===== config.mk =====
export PLATFORM = sky130hd
export DESIGN_NAME = conv2d_0_filter_scheduler
export DESIGN_NICKNAME = d
export VERILOG_FILES = /design/src/rtl/conv2d_0_pkg.sv /design/src/rtl/conv2d_0_result_gather.sv /design/src/rtl/conv2d_0_filter_scheduler.sv
export SDC_FILE = /design/constraint.sdc
export NUM_CORES = 1
export LEC_CHECK = 0
export CAP_MARGIN = 0
export CORE_AREA = 2 2 146 148
export DETAILED_ROUTE_END_ITERATION = 8
export DIE_AREA = 0 0 148 150
export PLACE_DENSITY = 0.67
export SKIP_LAST_GASP = 1
export SLEW_MARGIN = 0
export SYNTH_ARGS = -nofsm -noshare
export SYNTH_HDL_FRONTEND = slang
export SYNTH_SLANG_ARGS = --single-unit

===== constraint.sdc =====
create_clock -name clock -period 3 [get_ports clock]
set_clock_uncertainty 0.2 [all_clocks]
set_input_delay 0.3 -clock clock [delete_from_list [all_inputs] [get_ports clock]]
set_output_delay 0.3 -clock clock [all_outputs]
set_load 0.01 [all_outputs]

===== src/rtl/conv2d_0_pkg.sv =====
// Shared layer constants and state encodings for the conv2d_0 filter scheduler.
package conv2d_0_pkg;

    localparam int DWIDTH_DEF      = 32;
    localparam int NUM_FILTERS_DEF = 4;
    localparam int IN_PIXELS_DEF   = 12544;   // 112x112 input image
    localparam int OUT_PIXELS_DEF  = 12100;   // 110x110 valid 3x3 output

    typedef enum logic [1:0] {
        T_IDLE = 2'd0,
        T_RUN  = 2'd1,
        T_DONE = 2'd2
    } top_state_t;

    typedef enum logic [1:0] {
        G_REQ  = 2'd0,
        G_CAP  = 2'd1,
        G_HOLD = 2'd2
    } gather_state_t;

    // Filter select width; a single filter still needs a 1-bit select.
    function automatic int sel_width(input int n);
        return (n > 1) ? $clog2(n) : 1;
    endfunction

endpackage


===== src/rtl/conv2d_0_result_gather.sv =====
// Round-robin gather of per-filter results into one channel-interleaved stream.
module conv2d_0_result_gather
    import conv2d_0_pkg::*;
#(
    parameter int DWIDTH      = DWIDTH_DEF,
    parameter int NUM_FILTERS = NUM_FILTERS_DEF,
    parameter int OUT_PIXELS  = OUT_PIXELS_DEF
) (
    input  logic                          i_clk,
    input  logic                          i_rst_n,
    input  logic                          i_clear,
    input  logic                          i_run,
    input  logic [NUM_FILTERS*DWIDTH-1:0] i_f_out_data,
    input  logic [NUM_FILTERS-1:0]        i_f_out_empty,
    output logic [NUM_FILTERS-1:0]        o_f_out_rdreq,
    output logic [DWIDTH-1:0]             o_m_data,
    output logic                          o_m_valid,
    output logic                          o_m_last,
    input  logic                          i_m_ready,
    output logic                          o_all_out,
    output logic                          o_last_acc
);

    localparam int TOTAL = OUT_PIXELS * NUM_FILTERS;
    localparam int OCW   = $clog2(TOTAL + 1);
    localparam int SW    = sel_width(NUM_FILTERS);

    localparam logic [OCW-1:0] W_TOTAL    = OCW'(TOTAL);
    localparam logic [OCW-1:0] W_TOTAL_M1 = OCW'(TOTAL - 1);
    localparam logic [SW-1:0]  W_SEL_MAX  = SW'(NUM_FILTERS - 1);

    gather_state_t     r_gst;
    gather_state_t     w_gst_nxt;
    logic [SW-1:0]     r_sel;
    logic [OCW-1:0]    r_out_cnt;
    logic [DWIDTH-1:0] r_m_data;
    logic              r_m_valid;
    logic              r_m_last;
    logic [DWIDTH-1:0] w_sel_data;
    logic              w_sel_empty;
    logic              w_pending;
    logic              w_accept;

    assign w_pending  = (r_out_cnt < W_TOTAL);
    assign w_accept   = (r_gst == G_HOLD) && i_m_ready;
    assign o_all_out  = (r_out_cnt == W_TOTAL);
    assign o_last_acc = w_accept && r_m_last;
    assign o_m_data   = r_m_data;
    assign o_m_valid  = r_m_valid;
    assign o_m_last   = r_m_last;

    // Mux out the currently selected filter's result word and empty flag.
    always_comb begin
        w_sel_data  = '0;
        w_sel_empty = 1'b1;
        for (int i = 0; i < NUM_FILTERS; i++) begin
            if (r_sel == SW'(i)) begin
                w_sel_data  = i_f_out_data[i*DWIDTH +: DWIDTH];
                w_sel_empty = i_f_out_empty[i];
            end
        end
    end

    // Gather state register.
    always_ff @(posedge i_clk or negedge i_rst_n) begin
        if (!i_rst_n) begin
            r_gst <= G_REQ;
        end else begin
            r_gst <= w_gst_nxt;
        end
    end

    // Next gather state; the read strobe is a single-cycle pulse out of G_REQ.
    always_comb begin
        w_gst_nxt     = r_gst;
        o_f_out_rdreq = '0;
        case (r_gst)
            G_REQ: begin
                if (i_run && w_pending && !w_sel_empty) begin
                    o_f_out_rdreq = NUM_FILTERS'(1) << r_sel;
                    w_gst_nxt     = G_CAP;
                end
            end
            G_CAP:   w_gst_nxt = G_HOLD;
            G_HOLD:  if (i_m_ready) w_gst_nxt = G_REQ;
            default: w_gst_nxt = G_REQ;
        endcase
        if (i_clear) begin
            w_gst_nxt = G_REQ;
        end
    end

    // Output register: capture one cycle after the read, hold until accepted.
    always_ff @(posedge i_clk or negedge i_rst_n) begin
        if (!i_rst_n) begin
            r_m_data  <= '0;
            r_m_valid <= 1'b0;
            r_m_last  <= 1'b0;
        end else if (i_clear) begin
            r_m_valid <= 1'b0;
            r_m_last  <= 1'b0;
        end else if (r_gst == G_CAP) begin
            r_m_data  <= w_sel_data;
            r_m_valid <= 1'b1;
            r_m_last  <= (r_out_cnt == W_TOTAL_M1);
        end else if (w_accept) begin
            r_m_valid <= 1'b0;
            r_m_last  <= 1'b0;
        end
    end

    // Word counter and round-robin filter select advance on each accepted word.
    always_ff @(posedge i_clk or negedge i_rst_n) begin
        if (!i_rst_n) begin
            r_sel     <= '0;
            r_out_cnt <= '0;
        end else if (i_clear) begin
            r_sel     <= '0;
            r_out_cnt <= '0;
        end else if (w_accept) begin
            r_out_cnt <= r_out_cnt + OCW'(1);
            r_sel     <= (r_sel == W_SEL_MAX) ? '0 : r_sel + SW'(1);
        end
    end

endmodule


===== src/rtl/conv2d_0_filter_scheduler.sv =====
// Sequences one conv2d_0 pass: broadcasts input pixels to all filters and
// gathers their results into one HWC output stream.
module conv2d_0_filter_scheduler
    import conv2d_0_pkg::*;
#(
    parameter int DWIDTH      = DWIDTH_DEF,
    parameter int NUM_FILTERS = NUM_FILTERS_DEF,
    parameter int IN_PIXELS   = IN_PIXELS_DEF,
    parameter int OUT_PIXELS  = OUT_PIXELS_DEF
) (
    input  logic                          clock,
    input  logic                          reset,
    input  logic                          start,
    output logic                          busy,
    output logic                          done,
    input  logic [DWIDTH*3-1:0]           s_data,
    input  logic                          s_valid,
    output logic                          s_ready,
    output logic [DWIDTH*3-1:0]           f_in_data,
    output logic [NUM_FILTERS-1:0]        f_in_wrreq,
    input  logic [NUM_FILTERS-1:0]        f_in_full,
    input  logic [NUM_FILTERS*DWIDTH-1:0] f_out_data,
    output logic [NUM_FILTERS-1:0]        f_out_rdreq,
    input  logic [NUM_FILTERS-1:0]        f_out_empty,
    output logic [DWIDTH-1:0]             m_data,
    output logic                          m_valid,
    input  logic                          m_ready,
    output logic                          m_last
);

    localparam int ICW = $clog2(IN_PIXELS + 1);
    localparam logic [ICW-1:0] W_IN_MAX = ICW'(IN_PIXELS);

    top_state_t     r_state;
    top_state_t     w_state_nxt;
    logic [ICW-1:0] r_in_cnt;
    logic           w_run;
    logic           w_clear;
    logic           w_in_done;
    logic           w_accept_in;
    logic           w_all_out;
    logic           w_last_acc;

    assign w_run       = (r_state == T_RUN);
    assign w_clear     = (r_state == T_IDLE) && start;
    assign w_in_done   = (r_in_cnt == W_IN_MAX);
    // One full filter stalls the broadcast for all, so no filter sees a partial stream.
    assign s_ready     = w_run && !w_in_done && !(|f_in_full);
    assign w_accept_in = s_valid && s_ready;
    assign f_in_wrreq  = {NUM_FILTERS{w_accept_in}};
    assign f_in_data   = s_data;
    assign busy        = (r_state != T_IDLE);
    assign done        = (r_state == T_DONE);

    // Top state register.
    always_ff @(posedge clock or negedge reset) begin
        if (!reset) begin
            r_state <= T_IDLE;
        end else begin
            r_state <= w_state_nxt;
        end
    end

    // Pass sequencing; the pass ends as the final output word is taken.
    always_comb begin
        w_state_nxt = r_state;
        case (r_state)
            T_IDLE:  if (start) w_state_nxt = T_RUN;
            T_RUN:   if (w_in_done && (w_all_out || w_last_acc)) w_state_nxt = T_DONE;
            T_DONE:  w_state_nxt = T_IDLE;
            default: w_state_nxt = T_IDLE;
        endcase
    end

    // Input pixel counter; s_ready drops at the limit, so it saturates there.
    always_ff @(posedge clock or negedge reset) begin
        if (!reset) begin
            r_in_cnt <= '0;
        end else if (w_clear) begin
            r_in_cnt <= '0;
        end else if (w_accept_in) begin
            r_in_cnt <= r_in_cnt + ICW'(1);
        end
    end

    conv2d_0_result_gather #(
        .DWIDTH      (DWIDTH),
        .NUM_FILTERS (NUM_FILTERS),
        .OUT_PIXELS  (OUT_PIXELS)
    ) u_gather (
        .i_clk         (clock),
        .i_rst_n       (reset),
        .i_clear       (w_clear),
        .i_run         (w_run),
        .i_f_out_data  (f_out_data),
        .i_f_out_empty (f_out_empty),
        .o_f_out_rdreq (f_out_rdreq),
        .o_m_data      (m_data),
        .o_m_valid     (m_valid),
        .o_m_last      (m_last),
        .i_m_ready     (m_ready),
        .o_all_out     (w_all_out),
        .o_last_acc    (w_last_acc)
    );

endmodule


Word level (Yosys, flattened, before mapping)
Cells that the tools add are included.

cells by class
  add/subtract/negate cells = 3
  magnitude comparators = 1
  equal/unequal tests = 14
  shifts and indexed selects = 1
  multiplexer cells = 29
  bitwise gates (word level) = 1
  reduce and logical (&&, ||, !) cells = 24

operators with widths
  cell                                                                      count
  32-bit 2-to-1 mux                                                         4
  16-bit == test (second input constant)                                    2
  16-bit 2-to-1 mux                                                         2
  14-bit 2-to-1 mux                                                         2
  16-bit by 1-bit adder with 16-bit output (second input constant)          1
  16-bit < comparator (second input constant)                               1
  2-bit 2-to-1 mux                                                          8
  14-bit by 1-bit adder with 14-bit output (second input constant)          1
  14-bit == test (second input constant)                                    1
  1-bit logical AND                                                         9
  1-bit 2-to-1 mux                                                          9
  2-bit == test (second input constant)                                     4
  4-bit 2-to-1 mux                                                          2
  2-bit by 1-bit == test with 1-bit output (second input constant)          3
  2-bit logical NOT                                                         3
  2-bit one-hot mux with 3 select lines                                     1
  2-bit AND reduction                                                       3
  2-bit nonzero test                                                        3
  2-bit inequality test (second input constant)                             2
  2-bit one-hot mux with 2 select lines                                     1
  4-bit OR reduction                                                        1
  1-bit by 2-bit << shifter with 4-bit output (first input constant)        1
  1-bit logical NOT                                                         3
  3-bit by 1-bit inequality test with 1-bit output (second input constant)  1
  other kinds (5)                                                           5

storage, ports and cells
  register bits = 70
  input bits = 237
  output and inout port bits = 141

Longest topological paths before layout
Gate-level depths: netlist of run 1.

  word-level depth = 10
  depth in mapped cells = 10
  mapped depth without buffers = 7

By module
Synthesis of run 1 repeated with hierarchy kept, for this count alone.

unflattened totals
  cells, all modules = 698
  area total of the unflattened synthesis = 5197.5 um^2

modules (own cells, without submodules)
  module                     instances  cells each  area each (um^2)
  conv2d_0_result_gather     1          498         3502.1
  conv2d_0_filter_scheduler  1          200         1695.4

Worst setup path before layout of run 1
Ideal clock, no wire load.

  path type = flip-flop to flip-flop
  start point = reg r_in_cnt[0]
  end point = reg r_in_cnt[9]
  arrival = 2.267 ns
  data required time = 2.726 ns
  setup slack = 0.459 ns
  stages on the path, launching flop included = 10
  path buffers = 2
  path through = dfrtp_1 > inv_1 > ha_1 > and3b_1 > and4_1 > buf_6 > or4_1 > buf_2 > or4b_4 > o21ai_2

between the ends
  longest elaborated chain between the ends = 6
  elaborated cells on any way between the ends = 9
  those cells by class = 1 x add/sub; 1 x eq/ne; 2 x mux; 5 x reduce/logical

ends and longest elaborated chain
  element                                                                                           line                             RTL
  start: declaration                                                                                conv2d_0_filter_scheduler.sv:36  logic [ICW-1:0] r_in_cnt;
  start signal: assignment                                                                          conv2d_0_filter_scheduler.sv:82  r_in_cnt <= r_in_cnt + ICW'(1);
  parallel branches: the longest is 6 deep, another holds 14-bit by 1-bit adder with 14-bit output  --

Several ways; the timed one is not identified. The select of a mux whose other input is x is not followed.
A chain may end at the register's enable or synchronous reset.

Final worst setup path of run 1
  start point = reg u_gather.r_sel[0]
  end point = out f_out_rdreq[1]

between the ends
  longest elaborated chain between the ends = 9
  elaborated cells on any way between the ends = 13
  those cells by class = 3 x eq/ne; 1 x shift; 6 x mux; 3 x reduce/logical

ends and longest elaborated chain
  element                        line                             RTL
  start: declaration             conv2d_0_result_gather.sv:34     logic [SW-1:0] r_sel;
  start signal: assignment       conv2d_0_result_gather.sv:122    r_sel <= (r_sel == W_SEL_MAX) ? '0 : r_sel + SW'(1);
  2-bit logical NOT              conv2d_0_result_gather.sv:57     if (r_sel == SW'(i)) begin
  1-bit 2-to-1 mux (4 in a row)  conv2d_0_result_gather.sv:57
  1-bit logical NOT              conv2d_0_result_gather.sv:79     if (i_run && w_pending && !w_sel_empty) begin
  1-bit logical AND              conv2d_0_result_gather.sv:79
  4-bit 2-to-1 mux *             conv2d_0_result_gather.sv:79
  4-bit 2-to-1 mux *             conv2d_0_result_gather.sv:77     case (r_gst)
  end: declaration               conv2d_0_filter_scheduler.sv:23  output logic [NUM_FILTERS-1:0] f_out_rdreq,

Mark *: on every way between the ends. The rest lies on a longest branch, timed or not.

==> results of run 1 <==
flip-flops by register name, summed over array words and instances, names as in the netlist:
| signal | count |
|---|---|
| u_gather.o_m_data | 32 |
| u_gather.r_out_cnt | 16 |
| r_in_cnt | 14 |
| r_state | 2 |
| u_gather.r_gst | 2 |
| u_gather.r_sel | 2 |
| u_gather.o_m_last | 1 |
| u_gather.o_m_valid | 1 |
through the flow:
step	TNS (ps)	setup slack [ps]	power (mW)
floorplan	0	459	3.12
global placement	0	281	4.14
detailed placement	0	260	4.16
CTS	0	38.0	5.32
global route	-9.59	-6.91	5.70
finish	0	114	5.26
worst register-to-register path: stages (launching register included):
cell	delay [ps]
dfrtp_1	410
inv_1	60
ha_1	180
and3b_1	160
and4_1	280
or4_1	720
or4b_4	540
o21ai_2	60
layout make-up:
cell class,instances,share of cell area [%]
clock inverters,5,0.889
inverters,10,0.568
flip-flops and latches,70,26.6
repair buffers,197,29.6
clock buffers,11,3.67
well taps,275,5.20
multi-input cells,370,33.6
placed cells by master (no fill, tap or decap), drive strengths merged, types with 5 or more instances in the layout:
cell | Yosys | final
clkdlybuf4s50 | 0 | 184
a21oi | 77 | 77
dfrtp | 70 | 70
nor2 | 63 | 63
nor3 | 38 | 38
nor2b | 38 | 38
a221oi | 32 | 32
nand2 | 25 | 25
nand3 | 14 | 14
xor2 | 13 | 13
buf | 102 | 12
clkbuf | 36 | 11
inv | 10 | 10
ha | 8 | 8
and3 | 6 | 6
nand4 | 6 | 6
xnor2 | 5 | 5
o21ai | 5 | 5
cells by family (layout without fill, tap and decap cells):
family                   Yosys count  after routing  share of synthesized area [%]
AO/OA/AOI/OAI                    124            124                           15.9
XOR/XNOR                          18             18                           3.24
adder cells (fa/ha/maj)            8              8                           2.06
buffers and inverters            148            223                           19.3
flip-flops                        70             70                           36.0
multiplexers                       3              3                          0.618
AND/OR/NAND/NOR                  217            217                           22.9
power groups by stage:
stage / clock [mW] / sequential [mW] / combinational [mW]
2_1_floorplan: 0 / 1.53 / 1.59
3_3_place_gp: 0 / 1.44 / 2.70
3_5_place_dp: 0 / 1.45 / 2.72
4_1_cts: 1.14 / 1.44 / 2.73
5_1_grt: 1.19 / 1.49 / 3.02
6_report: 1.09 / 1.45 / 2.72
routing by layer:
layer  vias to the layer above  share of wire, %  routed length, um  track usage (%)
met5                         -                 0                  0                0
met3                        38               9.1               1300             5.88
li1                       2081                 -                  -                -
met4                         0               2.2                319             4.86
met2                       169                47               6700             19.5
met1                      2055                42               6070             15.4
worst paths after layout:
| kind | start | cells after the start | to |
|---|---|---|---|
| setup / recovery | u_gather.r_sel[0]$_DFFE_PN0P_ | 7 | f_out_rdreq[1] |
| hold / removal | u_gather.o_m_data[5]$_DFFE_PN0P_ | 2 | u_gather.o_m_data[5]$_DFFE_PN0P_ |
| setup reg to reg | r_in_cnt[0]$_DFFE_PN0P_ | 7 | r_in_cnt[9]$_DFFE_PN0P_ |
| hold reg to reg | u_gather.o_m_data[5]$_DFFE_PN0P_ | 2 | u_gather.o_m_data[5]$_DFFE_PN0P_ |
| max in group asynchronous | reset | 2 | u_gather.r_out_cnt[6]$_DFFE_PN0P_ |
| min in group asynchronous | reset | 2 | u_gather.o_m_data[3]$_DFFE_PN0P_ |
timing repair:
action | in CTS | in global routing
endpoints found under the hold margin | 70 | 0
gates resized for setup | 1 | 6
hold buffers | 1 | 0
setup endpoints to repair | 2 | 2
pin swaps | 0 | 1
buffers inserted | 0 | 1
==> key figures, run 1 <==
Worst setup path
  • Top delay family on crit path: compound AO/OA/AOI/OAI gates
  • Worst setup SP type: flop
  • Maximum fanout along the worst path: 5
  • Worst path slowest cell: clkdlybuf4s50_1
  • CP cell instances: ha_4, a22oi_1, nand3_1, a31oi_4, o21a_1, and2_1, clkdlybuf4s50_1
  • Worst path bufs/invs: 1
  • Worst Setup Path Type: reg -> out
  • Crit-path max cell delay: about 540 ps
  • Worst Path Required: 2500 ps
  • Arrival time worst endpoint: roughly 2400 ps
  • CP Capture Type: primary output
  • Worst reg2reg setup slack: 310 ps

Timing
  • Hold WS: between 300 and 400 ps
  • Final Max Tran Viols: 0
  • Final period util: a little over nine tenths
  • Fin crit period: around 2900 ps
  • F_max: 347 MHz
  • Worst slew pin tran: between 900 and 1000 ps
  • Final hold violation count: 0
  • Setup-failing EPs final: 0
  • Slew margin rel.: between 30% and 40%

CTS
  • Clk Tree Root Cell: clkbuf_16
  • CTS clock-pin slew for the worst setup and hold paths: roughly 60 ps
  • Clock Tree Buf Depth: 2
  • TritonCTS clock tree: built
  • Num CTS Buffers: 9
  • Clk Latency, worst-skew pair: ~340 ps
  • Htree depth: 3
  • Clock sink total: 70

Global routing
  • First-pass GRT wire length: 21700 um
  • Initial antenna violation count: 0
  • Vias in the first global route: just over 4000
  • Pin count of the biggest net entering global routing: 71
  • GRT overflow: 0
  • Tot GR Track Use: 12.7%

Drt
  • Wire per inst: ~15 um
  • Remaining DRCs: 0
  • Post-DRT Antenna Nets: 0
  • Final wirelength: roughly 14000 um
  • First-pass DRT Iterations: 4
  • Vias: between 4000 and 5000
  • Vias per cell: roughly 4.6
  • Iteration-0 DRC count of the detailed router: ~150

Layout
  • Nets: around 900
  • Non-Filler Instances: approximately 940
  • Filler instances: 2199
  • Synthesis-to-layout area growth: 36.0%
  • Register area: about 1800 um2
  • Share of cells above drive strength 1: under 10%
  • Area of the multi-input gates: ~2200 um2
  • # diodes: 0
  • Final Core Density: roughly a third
  • Final instance area: about 6600 um2

Floorplanning
  • Number of cell rows: 53
  • Die area: between 20000 and 25000 um2
  • Die X: ~150 um
  • Core area: just over 20000 um2
  • Die outline height: ~150 um
  • Ports: between 300 and 400
  • Initial Util: between 20% and 30%

Yosys
  • Top post-synthesis cells by area: dfrtp_1 (36%), buf_4 (15%), a21oi_1 (7.9%), a221oi_1 (5.8%), nor2b_1 (4.9%)
  • Post-synth top cells: buf_4 (100), a21oi_1 (77), dfrtp_1 (70)
  • Number of synthesized register bits: 70
  • Yosys warns: 0
  • Ys async rst share: 100%
  • Count leader, synth: buf_4
  • Seq/Total Area, Yosys: 36.0%
  • Syn nets: 833
  • Synth top area share: between 30% and 40%
  • Synthesized netlist cell count: 588
  • Top_reg_cell synth: dfrtp_1
  • Netlist cell types: just over 40
  • Post-Syn Area: 4860 um2
  • Mapped Avg Cell Area: about 8.3 um2
  • Post-synth EDFFs: 0
  • Area leader, netlist: dfrtp_1

Place
  • Port Buffer Count: around 190
  • Post-DP HPWL: roughly 11000 um
  • Placed cells: 920
  • GPL Wtd Cong: 0.771
  • Cell Area, Placed: between 6000 and 7000 um2

Power
  • Switch share: 38.4%
  • Sequential share of power: between 20% and 30%
  • Worst IR drop on VDD: between 0.4 and 0.5 mV
  • Part of the power in combinational logic: 51.7%
  • PwrDens: ~800 nW/um2
  • Psw: about 2 mW
  • Leak: between 2 and 3 nW
  • Int Pwr: 3.24 mW
  • Clock network power share: between 20 and 25%

Run status
  • Status: finished clean

Job
  • MaxCap Viol Count: 0

Hold path
  • Class of the worst hold path: reg -> reg
No activity file was read; power rests on OpenSTA's default activity.
==> run 2: changes to the inputs <==
--- a/config.mk
+++ b/config.mk
@@ -6,10 +6,10 @@
 export NUM_CORES = 1
 export LEC_CHECK = 0
 export CAP_MARGIN = 0
-export CORE_AREA = 2 2 146 148
+export CORE_AREA = 4 4 144 146
 export DETAILED_ROUTE_END_ITERATION = 8
 export DIE_AREA = 0 0 148 150
-export PLACE_DENSITY = 0.67
+export PLACE_DENSITY = 0.7
 export SKIP_LAST_GASP = 1
 export SLEW_MARGIN = 0
 export SYNTH_ARGS = -nofsm -noshare
==> run 2 against run 1 <==
  * Worst hold slack hardly changed
  * Clock-buffer cell count unchanged
  * Global-route usage is 0.099 points higher
  * Sequential power hardly changed
  * Non-clock buffer count is 1 lower
  * Sequential share of layout area rose by 0.18 points
  * Combinational power is essentially flat
  * Maximum frequency increased by 0.14%
  * Critical path type unchanged
  * Critical endpoint unchanged
  * Largest cell class unchanged
==> key figures, run 2 (synthesized netlist as in run 1, its figures left out) <==
Global routing
  • Tot GR Track Use: 12.8%
  • GRT overflow: 0
  • Pin count of the biggest net entering global routing: 71
  • Initial antenna violation count: 0
  • Vias in the first global route: 4263
  • First-pass GRT wire length: approximately 22000 um

Drt
  • Iteration-0 DRC count of the detailed router: 129
  • First-pass DRT Iterations: 6
  • Wire per inst: ~16 um
  • Remaining DRCs: 0
  • Vias per cell: 4.65
  • Final wirelength: between 10000 and 15000 um
  • Vias: roughly 4300
  • Post-DRT Antenna Nets: 0

CTS
  • Clock Tree Buf Depth: 2
  • Num CTS Buffers: 9
  • Post-CTS setup buffers: 0
  • CTS clock-pin slew for the worst setup and hold paths: ~60 ps
  • Clk Tree Root Cell: clkbuf_16
  • Clock sink total: 70
  • Clk Latency, worst-skew pair: between 300 and 400 ps
  • Htree depth: 3
  • TritonCTS clock tree: built

Worst setup path
  • Worst setup SP type: flop
  • Worst Path Required: ~2500 ps
  • Worst Setup Path Type: reg -> out
  • Maximum fanout along the worst path: 5
  • Reg2Reg Capture Point: r_in_cnt[9]$_DFFE_PN0P_
  • Reg2Reg Depth: 7
  • Arrival time worst endpoint: approximately 2400 ps
  • CP Capture Type: primary output
  • Worst reg2reg setup slack: 330 ps
  • Worst r2r src: r_in_cnt[0]$_DFFE_PN0P_

Power
  • Leak: between 2 and 3 nW
  • Worst IR drop on VDD: around 0.52 mV
  • PwrDens: slightly below 800 nW/um2
  • Pwr Total: 5.17 mW

Timing
  • Worst slew pin tran: 933 ps
  • F_max: around 350 MHz
  • RSZ-0062 raised after global routing: false
  • Final Max Tran Viols: 0
  • Final period util: approximately 96%
  • Hold WS: 324 ps
  • Setup-failing EPs final: 0
  • Setup TNS: 0 ps
  • Final hold violation count: 0
  • Fin crit period: 2880 ps
  • Slew margin rel.: 37.8%

Layout
  • Commonest non-fill, non-tap cells in the layout: clkdlybuf4s50_1 (183), a21oi_1 (77), dfrtp_1 (70), nor2_1 (62), nor3_1 (38)
  • Number of flip-flops under the largest register name: 32
  • Most common cell after layout, fill and taps aside: clkdlybuf4s50_1
  • Nets: around 900
  • Final instance area: around 6600 um2
  • Synthesis-to-layout area growth: 34.8%
  • Share of cells above drive strength 1: around 5.4%
  • # diodes: 0

Floorplanning
  • Ports: 378
  • Core area: 19400 um2
  • Die X: roughly 150 um
  • Die outline height: around 150 um
  • Initial Util: roughly 25%
  • Die area: about 22000 um2
  • Number of cell rows: 51

Place
  • GPL Wtd Cong: between 0.8 and 0.9
  • Port Buffer Count: 185
  • Cell Area, Placed: a little over 6000 um2
  • Post-DP HPWL: 10900 um

Run status
  • Status: finished clean

Hold path
  • Hold path depth: 2
  • Class of the worst hold path: reg -> reg
  • WHS Endpoint: u_gather.o_m_data[21]$_DFFE_PN0P_
  • HP Start: u_gather.o_m_data[21]$_DFFE_PN0P_

Job
  • MaxCap Viol Count: 0
[run 2: how the worst max path moves through the flow]
stage | startpoint | to | slack, ps | depth (start not counted)
6_report | u_gather.r_sel[0]$_DFFE_PN0P_ | f_out_rdreq[1] | 120 | 7
3_5_place_dp | f_in_full[1] | r_in_cnt[9]$_DFFE_PN0P_ | 270 | 6
2_1_floorplan | r_in_cnt[0]$_DFFE_PN0P_ | r_in_cnt[9]$_DFFE_PN0P_ | 460 | 9
5_1_grt | u_gather.r_sel[0]$_DFFE_PN0P_ | f_out_rdreq[1] | 20 | 7
4_1_cts | u_gather.r_out_cnt[6]$_DFFE_PN0P_ | f_out_rdreq[0] | 0.7 | 6
3_3_place_gp | f_in_full[1] | r_in_cnt[9]$_DFFE_PN0P_ | 300 | 6
[run 2: repair_timing]
item	CTS	global route
hold buffers	1	0
setup endpoints to repair	1	2
hold endpoints to repair	70	0
gates resized for setup	1	3
[run 2: cell type report]
cell class | count | area (um2)
repair buffers | 196 | 1940
multi-input cells | 370 | 2210
fillers | 2070 | 12800
clock buffers | 11 | 253
flip-flops and latches | 70 | 1750
well taps | 265 | 332
inverters | 10 | 37.5
clock inverters | 5 | 33.8
[run 2: metrics by stage]
| stage | util, % | cells | setup slack [ps] |
|---|---|---|---|
| 4_1_cts | 33.7 | 927 | 0.720 |
| 5_1_grt | 33.8 | 927 | 19.3 |
| 3_5_place_dp | 32.1 | 910 | 265 |
| 2_1_floorplan | - | 588 | 459 |
| 6_report | 33.8 | 927 | 118 |
| 3_3_place_gp | 32.1 | 910 | 295 |
[run 2: report_power, final]
group	switching (mW)	leakage [nW]	internal, mW	total [mW]
Combinational	1.40	1.62	1.31	2.71
Sequential	0.193	0.876	1.24	1.43
Clock	0.429	0.138	0.603	1.03
[run 2: metal layers]
layer / wire length (um) / track usage, % / up-vias
met2: 6590 / 19.2 / 202
met5: 0 / 0 / -
met3: 1590 / 6.42 / 39
met4: 427 / 5.77 / 0
li1: - / - / 2084
met1: 5870 / 15.3 / 1987
[run 2: critical path: stages (launching register included)]
cell             delay, ps
dfrtp_1                420
ha_2                   240
a22oi_1                170
nand3_1                130
a31oi_4                210
o21a_1                 190
and2_1                 140
clkdlybuf4s50_1        530
